File: config.mk
export PLATFORM = sky130hd
export DESIGN_NAME = tts_host_ctrl
export DESIGN_NICKNAME = d
export VERILOG_FILES = /design/src/rtl/tts_pkg.sv /design/src/rtl/tts_host_timeout.sv /design/src/rtl/tts_host_ctrl.sv
export SDC_FILE = /design/constraint.sdc
export NUM_CORES = 1
export LEC_CHECK = 0
export ABC_AREA = 1
export CORE_AREA = 2 2 371 373
export CTS_CLUSTER_SIZE = 40
export DETAILED_ROUTE_END_ITERATION = 8
export DIE_AREA = 0 0 373 375
export GPL_TIMING_DRIVEN = 0
export SYNTH_ARGS = -nofsm -noshare
export SYNTH_HDL_FRONTEND = slang
export SYNTH_SLANG_ARGS = --single-unit
File: constraint.sdc
create_clock -name i_clk -period 2.4 [get_ports i_clk]
set_clock_uncertainty 0.05 [all_clocks]
set_input_delay 0.48 -clock i_clk [delete_from_list [all_inputs] [get_ports i_clk]]
set_output_delay 0.48 -clock i_clk [all_outputs]
set_load 0.01 [all_outputs]
File: src/rtl/tts_pkg.sv
// tts_pkg: shared host-message field offsets, command/status codes and FSM state types.
package tts_pkg;
  localparam int CMD_B     = 248;
  localparam int RAM_B     = 240;
  localparam int ADDR_B    = 224;
  localparam int RES_B     = 216;
  localparam int BYTE_EN_B = 192;
  localparam int DATA_B    = 0;
  localparam int DATA_W    = 192;
  localparam logic [7:0] CMD_WRITE = 8'h01;
  localparam logic [7:0] CMD_READ  = 8'h02;
  typedef enum logic [7:0] {
    ST_OK          = 8'h00,
    ST_ERR_CMD     = 8'h01,
    ST_ERR_RAM     = 8'h02,
    ST_ERR_TIMEOUT = 8'h03
  } t_HOST_STATUS;
  typedef enum logic [2:0] {S_IDLE, S_DECODE, S_REQ, S_RDWAIT, S_RESP} t_host_state;
  function automatic logic is_onehot_ram(input logic [7:0] ram);
    return ram inside {8'h01, 8'h02, 8'h04, 8'h08};
  endfunction
endpackage

File: src/rtl/tts_host_timeout.sv
// tts_host_timeout: 8b saturating wait counter; expired when the count reaches LIMIT.
module tts_host_timeout #(
  parameter int LIMIT = 255
) (
  input  logic i_clk,
  input  logic i_reset_n,
  input  logic i_clr,
  input  logic i_en,
  output logic o_expired
);
  logic [7:0] r_cnt;
  // Clear loads 1 so the count already includes the first cycle of the wait.
  always_ff @(posedge i_clk) begin
    if (!i_reset_n) r_cnt <= 8'd0;
    else if (i_clr) r_cnt <= 8'd1;
    else if (i_en && r_cnt != 8'hFF) r_cnt <= r_cnt + 8'd1;
  end
  assign o_expired = i_en && (r_cnt == 8'(LIMIT));
endmodule

File: src/rtl/tts_host_ctrl.sv
// tts_host_ctrl: decodes one host message, performs one granted RCB access, returns a status response.
module tts_host_ctrl import tts_pkg::*; #(
  parameter int MSG_W   = 256,
  parameter int TIMEOUT = 255
) (
  input  logic             i_clk,
  input  logic             i_reset_n,
  input  logic             i_msg_valid,
  output logic             o_msg_ready,
  input  logic [MSG_W-1:0] i_msg_data,
  output logic [3:0]       o_ram_req,
  input  logic [3:0]       i_ram_gnt,
  output logic             o_ram_we,
  output logic [15:0]      o_ram_addr,
  output logic [23:0]      o_ram_be,
  output logic [191:0]     o_ram_wdata,
  input  logic             i_ram_rvalid,
  input  logic [191:0]     i_ram_rdata,
  output logic             o_rsp_valid,
  input  logic             i_rsp_ready,
  output logic [MSG_W-1:0] o_rsp_data
);
  t_host_state      r_state;
  logic [MSG_W-1:0] r_msg, r_rsp;
  logic             r_msg_ready, r_rsp_valid, r_ram_we;
  logic [3:0]       r_ram_req;
  logic [7:0]       w_cmd, w_ram;
  logic             w_grant, w_expired, w_clr, w_en;

  function automatic logic [MSG_W-1:0] mk_rsp(input logic [MSG_W-1:0] msg, input t_HOST_STATUS st,
                                               input logic [DATA_W-1:0] d);
    mk_rsp = msg;
    mk_rsp[RES_B+:8] = st;
    mk_rsp[DATA_B+:DATA_W] = d;
  endfunction

  assign w_cmd   = r_msg[CMD_B+:8];
  assign w_ram   = r_msg[RAM_B+:8];
  assign w_grant = |(i_ram_gnt & r_ram_req);
  assign w_clr   = (r_state == S_DECODE) || (r_state == S_REQ && w_grant);
  assign w_en    = (r_state == S_REQ) || (r_state == S_RDWAIT);

  tts_host_timeout #(.LIMIT(TIMEOUT)) u_timeout (
    .i_clk(i_clk), .i_reset_n(i_reset_n), .i_clr(w_clr), .i_en(w_en), .o_expired(w_expired)
  );

  always_ff @(posedge i_clk) begin
    if (!i_reset_n) begin
      r_state     <= S_IDLE;
      r_msg       <= '0;
      r_rsp       <= '0;
      r_msg_ready <= 1'b1;
      r_rsp_valid <= 1'b0;
      r_ram_we    <= 1'b0;
      r_ram_req   <= 4'd0;
    end else begin
      case (r_state)
        S_IDLE: if (i_msg_valid) begin
          r_msg       <= i_msg_data;
          r_msg_ready <= 1'b0;
          r_state     <= S_DECODE;
        end
        S_DECODE: if (w_cmd != CMD_WRITE && w_cmd != CMD_READ) begin
          r_rsp       <= mk_rsp(r_msg, ST_ERR_CMD, '0);
          r_rsp_valid <= 1'b1;
          r_state     <= S_RESP;
        end else if (!is_onehot_ram(w_ram)) begin
          r_rsp       <= mk_rsp(r_msg, ST_ERR_RAM, '0);
          r_rsp_valid <= 1'b1;
          r_state     <= S_RESP;
        end else begin
          r_ram_req   <= w_ram[3:0];
          r_ram_we    <= (w_cmd == CMD_WRITE);
          r_state     <= S_REQ;
        end
        S_REQ: if (w_grant) begin
          r_ram_req   <= 4'd0;
          r_ram_we    <= 1'b0;
          r_rsp       <= mk_rsp(r_msg, ST_OK, '0);
          r_rsp_valid <= (w_cmd == CMD_WRITE);
          r_state     <= (w_cmd == CMD_WRITE) ? S_RESP : S_RDWAIT;
        end else if (w_expired) begin
          r_ram_req   <= 4'd0;
          r_ram_we    <= 1'b0;
          r_rsp       <= mk_rsp(r_msg, ST_ERR_TIMEOUT, '0);
          r_rsp_valid <= 1'b1;
          r_state     <= S_RESP;
        end
        S_RDWAIT: if (i_ram_rvalid || w_expired) begin
          r_rsp       <= i_ram_rvalid ? mk_rsp(r_msg, ST_OK, i_ram_rdata) : mk_rsp(r_msg, ST_ERR_TIMEOUT, '0);
          r_rsp_valid <= 1'b1;
          r_state     <= S_RESP;
        end
        S_RESP: if (i_rsp_ready) begin
          r_rsp_valid <= 1'b0;
          r_msg_ready <= 1'b1;
          r_state     <= S_IDLE;
        end
        default: r_state <= S_IDLE;
      endcase
    end
  end

  assign o_msg_ready = r_msg_ready;
  assign o_ram_req   = r_ram_req;
  assign o_ram_we    = r_ram_we;
  assign o_ram_addr  = r_msg[ADDR_B+:16];
  assign o_ram_be    = r_msg[BYTE_EN_B+:24];
  assign o_ram_wdata = r_msg[DATA_B+:DATA_W];
  assign o_rsp_valid = r_rsp_valid;
  assign o_rsp_data  = r_rsp;
endmodule

==> qor.yml <==
synth_edf_count: 0
power_density_mw_per_mm2: 775.1
hold_path.class: "in -> reg"
seq_area_sq_mm: 0.01034
r2r_end: "r_msg[50]"
cp_top_family: "buffers and inverters"
fmax_ghz: 0.4291
crit_cells: 2
io_buffer_count: 936
critical_path.startpoint_type: "flop"
critPathRequiredTime_ns: 1.87
n_fill_cell: 14836
dp_hpwl_mm: 79.33
die_area_sq_mm: 0.1399
worstPathCellList: "buf_4 -> clkdlybuf4s50_1"
ant_nets: 0
drtIter0Drc: 930
slew_headroom_pct: 38.12
ys.flop_type: "dfxtp_1"
routedWlPerCell_um: 17.61
fin_crit_sh_pct: 97.10
ys_top_cells_by_area: "dfxtp_1, nor2_1, nand2_1"
crit_start: "r_msg[206]"
grt_max_degree: 17
synthCells: 2703
status: "finished clean"
overflow: 0
dr.pass1.iters: 5
r2r_start: "r_state[1]"
async_reset_ff_share_pct: 0
worstSetupEndpoint: "o_ram_be[14]"
cts-root-buf: "clkbuf_16"
fin_util_pct: 25.17
core_sq_mm: 0.1363
yosysWarnings: 0
clockBufferDepth: 3
num_io_pins: 952
drv_slew: 0
tritoncts: "yes"
antenna_found_initial: 18
path_buf_inv: 2
clk_pin_slew_ns: 0.06
multi_input_area_sq_mm: 0.007119
syn_avg_cell_area_sq_um: 7.501
peakVddDrop_v: 0.0005284
numCtsBuffers: 61
num_vias: 20829
die_height_um: 375
clkSinkCount: 516
ys_ff_latch: 516
worst_pin_slew_ns: 0.9282
worstRegToRegCells: 8
min_period_ns: 2.330
path_class: "reg -> out"
layout.nets: 4170
cp_slowest_cell: "clkdlybuf4s50_1"
setup_viol: 0
synth.largest_area_cell: "dfxtp_1"
num_rows: 136
insertion_delay_ns: 0.66
initial_core_util_pct: 14.88
grt_pass1_wl_mm: 138.4
die_w_um: 373
drcViolationCount: 0
ys_types: 26
power_mw: 26.60
path_max_fanout: 3
post-place-ws_ns: -1.387
arrival_ns: 1.80
track_usage_pct: 13.36
hold_viol: 0
routed_wl_mm: 98.17
fin_cells: 5575
syn-cell-area_sq_mm: 0.02028
cts-htree-levels: 2
drive_gt1_share_pct: 11.94
cts_hold_repair.buffers: 0
drv_cap: 0
ys_seq_area_share_pct: 50.95
yosysTopAreaCellShare_pct: 50.95
gp_congestion: 0.8811
slowest_delay_ns: 0.52
synth_most_common_cell: "nor2_1"
area.growth.synth_to_final_pct: 69.23
fin_ws_ns: 0.06961
grt_pass1_vias: 20596
viasPerCell: 3.736
placed_cells: 5438
synthTopCellsByCount: "nor2_1, nand2_1, dfxtp_1, buf_4, o21ai_0"
leakage_nw: 13.55
worstSetupEndpointType: "primary output"
rrSetupSlack_ns: 0.14
repair_timing:
action                     CTS  global route
pin swaps                    1             3
setup endpoints to repair  480           268
cloned                       0             0
resized for setup           48            56
buffers inserted             3             3
worst min path at each step:
| stage | start | end | slack (ns) | depth (start not counted) |
|---|---|---|---|---|
| 6_report | i_ram_rdata[113] | o_rsp_data[113] | 0.33 | 3 |
| 5_1_grt | i_ram_rdata[169] | o_rsp_data[169] | 0.29 | 3 |
| 4_1_cts | i_ram_rdata[128] | o_rsp_data[128] | 0.26 | 3 |
| 3_5_place_dp | o_rsp_data[124] | o_rsp_data[124] | 0.40 | 2 |
| 3_3_place_gp | o_msg_ready | o_msg_ready | 0.39 | 2 |
| 2_1_floorplan | u_timeout.r_cnt[4] | u_timeout.r_cnt[4] | 0.40 | 2 |
routing by layer:
| layer | track usage (%) | share of wire, % | up-vias |
|---|---|---|---|
| met2 | 21.52 | 45 | 786 |
| met1 | 16.41 | 43 | 9618 |
| met5 | 0 | 0.028 | - |
| met4 | 5.269 | 3.6 | 4 |
| met3 | 4.370 | 8.3 | 138 |
| li1 | - | - | 10283 |
area by class of cell:
class	instances	area share (%)
buffer	401	7.716
clock inverter	17	0.7475
tap	1794	6.542
inverter	95	1.047
sequential	516	30.12
multi-input combinational	1695	20.75
antenna	20	0.1459
timing repair buffer	942	27.50
clock buffer	95	5.433
state kept, by name, summed over array words and instances (netlist names):
signal,flops
o_msg_ready,1
o_ram_req,4
r_msg,248
o_ram_we,1
u_timeout.r_cnt,8
o_rsp_data,250
o_rsp_valid,1
r_state,3
worst register-to-register path, stage by stage (launching register included):
cell and delay (ns):
dfxtp_1 0.44, nor2_1 0.09, nand2_1 0.15, nor2_2 0.10
inv_4 0.23, buf_2 0.36, buf_1 0.55, nor2_1 0.11
nor2_1 0.13
through the flow:
step	instance area (sq um)	hold WS, ns	setup TNS (ns)
2_1_floorplan	20290	0.4034	0
3_3_place_gp	31910	0.3924	-406.55
3_5_place_dp	31910	0.3997	-419.52
4_1_cts	34180	0.2624	0
5_1_grt	34280	0.2916	-0.8729
6_report	34310	0.3269	0
layout by cell type, fill, tap and decap left out, drive strengths merged, types with 20 or more instances in the layout:
master,n
nand2,562
diode,20
clkbuf,218
inv,97
nor2,626
nand3,20
clkdlybuf4s50,933
buf,283
dfxtp,516
o21ai,250
a21oi,215
power by group:
group | total (mW) | internal [mW] | leakage [nW] | switching, mW
combinational | 6.81 | 3.44 | 8.27 | 3.37
clock | 9.81 | 5.85 | 1.04 | 3.96
sequential | 9.97 | 9.42 | 4.23 | 0.558
cell families (layout without fill, tap and decap cells):
group	after synthesis	in the layout	share of synthesized area, %
AND/OR/NAND/NOR	1217	1217	22.86
flip-flops	516	516	50.95
buffers and inverters	497	1550	14.38
AO/OA/AOI/OAI	466	466	11.51
XOR/XNOR	5	5	0.2160
adder cells (fa/ha/maj)	1	1	0.06170
other	1	26	0.01850
Power figures use the tool's default switching activity.
==> variant, RTL diff (config.mk and constraints unchanged) <==
Reset style: asynchronous (`i_reset_n`), changed in 2 clocked blocks.
--- a/src/rtl/tts_host_timeout.sv
+++ b/src/rtl/tts_host_timeout.sv
@@ -12,3 +12,3 @@
   // Clear loads 1 so the count already includes the first cycle of the wait.
-  always_ff @(posedge i_clk) begin
+  always_ff @(posedge i_clk or negedge i_reset_n) begin
     if (!i_reset_n) r_cnt <= 8'd0;
--- a/src/rtl/tts_host_ctrl.sv
+++ b/src/rtl/tts_host_ctrl.sv
@@ -46,3 +46,3 @@
 
-  always_ff @(posedge i_clk) begin
+  always_ff @(posedge i_clk or negedge i_reset_n) begin
     if (!i_reset_n) begin
Function: not settled (the Yosys comparison gave no result); the edit may change what the design does.
==> variant against the original RTL <==
First-iteration DRC count grew 25%; final area grew 4.8%; routed wire length grew 4.5%; die area is the same; highest routed layer unchanged; fmax grew 0.27%; worst setup slack gained 0.0063 ns; sequential cell count is the same; area after synthesis grew 7.0%.
Power is not compared: it rests on default switching activity, and its combinational part moved more than twofold at a synthesized area within 25%.
==> variant: results (changes against the original RTL) <==
initial DRC count 1166 (+25%); P_leak ~18 nW; Int Pwr 26.0 mW; via/cell ratio 3.68 (-1.6%); Worst path max stage delay 0.66 ns (+0.14 ns); outcome complete, no violations; cell area after placement 33500 um2 (+4.9%); worst reg2reg path startpoint r_state[2]; dpl ws -2.03 ns (-0.643 ns); total number of vias 19900 (-4.4%); Synth async-reset ratio 1.00 (+1.00); port bufs 937 (+0.11%); Post-DP HPWL 81800 um (+3.2%); FF-to-FF End o_rsp_data[117]; unique cell type count in the Yosys netlist 26 (unchanged); Max VDD drop between 500 and 600 uV; ranking of synthesized cells by area dfrtp_1 59%, nand2_1 26%, buf_4 9.0%; sequential share of the synthesized area 0.595 (+0.0855); MaxCap Viol Count 0 (unchanged); GRT Util Overall 0.143 (+0.00957); first-pass GRT wire length 143000 um (+3.5%); syn avg cell area 8.55 um2 (+14%); initial antenna violation count 21 (+3); clk buf depth 3 (unchanged); Crit path max-delay family buffers and inverters; RePlAce Congestion 0.889 (+0.85%); wire per inst 18.9 um (+7.6%); final hold slack 0.293 ns (-0.0344 ns); fin worst setup slack 0.0759 ns (+0.00625 ns); # nets final 4016 (-3.7%); Tightest Pin Transition 0.632 ns (-0.296 ns); final setup fails 0 (unchanged); H-tree lvl count 3 (+1); worst-path maximum fanout 2 (-1); synth cell count leaders 1485 x nand2_1, 515 x dfrtp_1, 260 x buf_4; YS warnings 0 (unchanged); WHS Endpoint o_rsp_data[123]; cell total after placement 5277 (-3.0%); Skew-Pair Late Insertion Delay 0.66 ns (about the same); FF-to-FF setup slack 0.14 ns (about the same); Min-Delay Startpoint i_ram_rdata[123]; layout cells sized above 1 0.129 (+0.00970); TritonCTS Buffers 66 (+8.2%); max reg flops 250 (unchanged); Worst path slowest cell clkdlybuf4s50_1; largest net degree at the start of global routing 114 (+97)
variant: changes by cell type after synthesis, moves of 12 or more:
cell      unedited run  this run
nand2_1            560      1485
nor2_1             625        32
dfxtp_1            516         0
dfrtp_1              0       515
o21ai_0            250        18
a21oi_1            215         5
clkbuf_1           126        63
inv_1               91        30
nand3_1             18        73
buf_2               11        28
buf_6               12         0
variant: power groups by stage:
stage	clock network, mW	registers, mW	logic [mW]
finish	10.3	13.0	16.6
global route	11.0	13.3	18.0
CTS	10.7	13.0	16.8
detailed placement	0	13.1	16.6
global placement	0	13.1	16.5
floorplan	0	12.8	7.94
variant: kinds of logic after synthesis:
logic type / Yosys count / share of synthesized area
simple gates: 1602 / 0.283
buf+inv: 388 / 0.114
compound gates: 26 / 0.00628
flops: 516 / 0.595
other cells: 1 / 0.000173
xor+xnor: 3 / 0.00121
fa+ha+maj: 1 / 0.000576
variant: final cells by class:
class	instances	area, um2
antenna	9	22.5
buffer	352	2430
clock buffer	97	1990
clock inverter	23	255
fill	14600	100000
inverter	36	138
multi-input combinational	1638	6400
sequential	516	12900
tap	1794	2240
timing repair buffer	948	9560
variant: what timing repair did:
item	CTS	global route
resized for setup	57	38
pin swaps	3	0
hold endpoints to repair	89	0
hold buffers	1	0
setup endpoints to repair	499	442
setup buffers	5	1
variant: worst max path at each step:
stage | from | end | slack, ns | depth (start not counted)
3_3_place_gp | i_reset_n | o_rsp_data[177] | -24.00 | 1
4_1_cts | o_rsp_data[7] | o_rsp_data[7] | 0.001 | 1
3_5_place_dp | i_ram_rvalid | o_rsp_data[117] | -2.03 | 7
5_1_grt | r_msg[240] | o_rsp_data[246] | -0.002 | 11
6_report | o_rsp_data[7] | o_rsp_data[7] | 0.08 | 1
2_1_floorplan | r_state[0] | r_msg[147] | 0.71 | 8
variant: per-layer routing:
layer	vias to the layer above	global-route usage	share of wire
met4	18	0.0585	0.033
met1	9455	0.181	0.43
met2	749	0.221	0.45
met5	-	0	0.0011
met3	156	0.0515	0.084
li1	9529	-	-
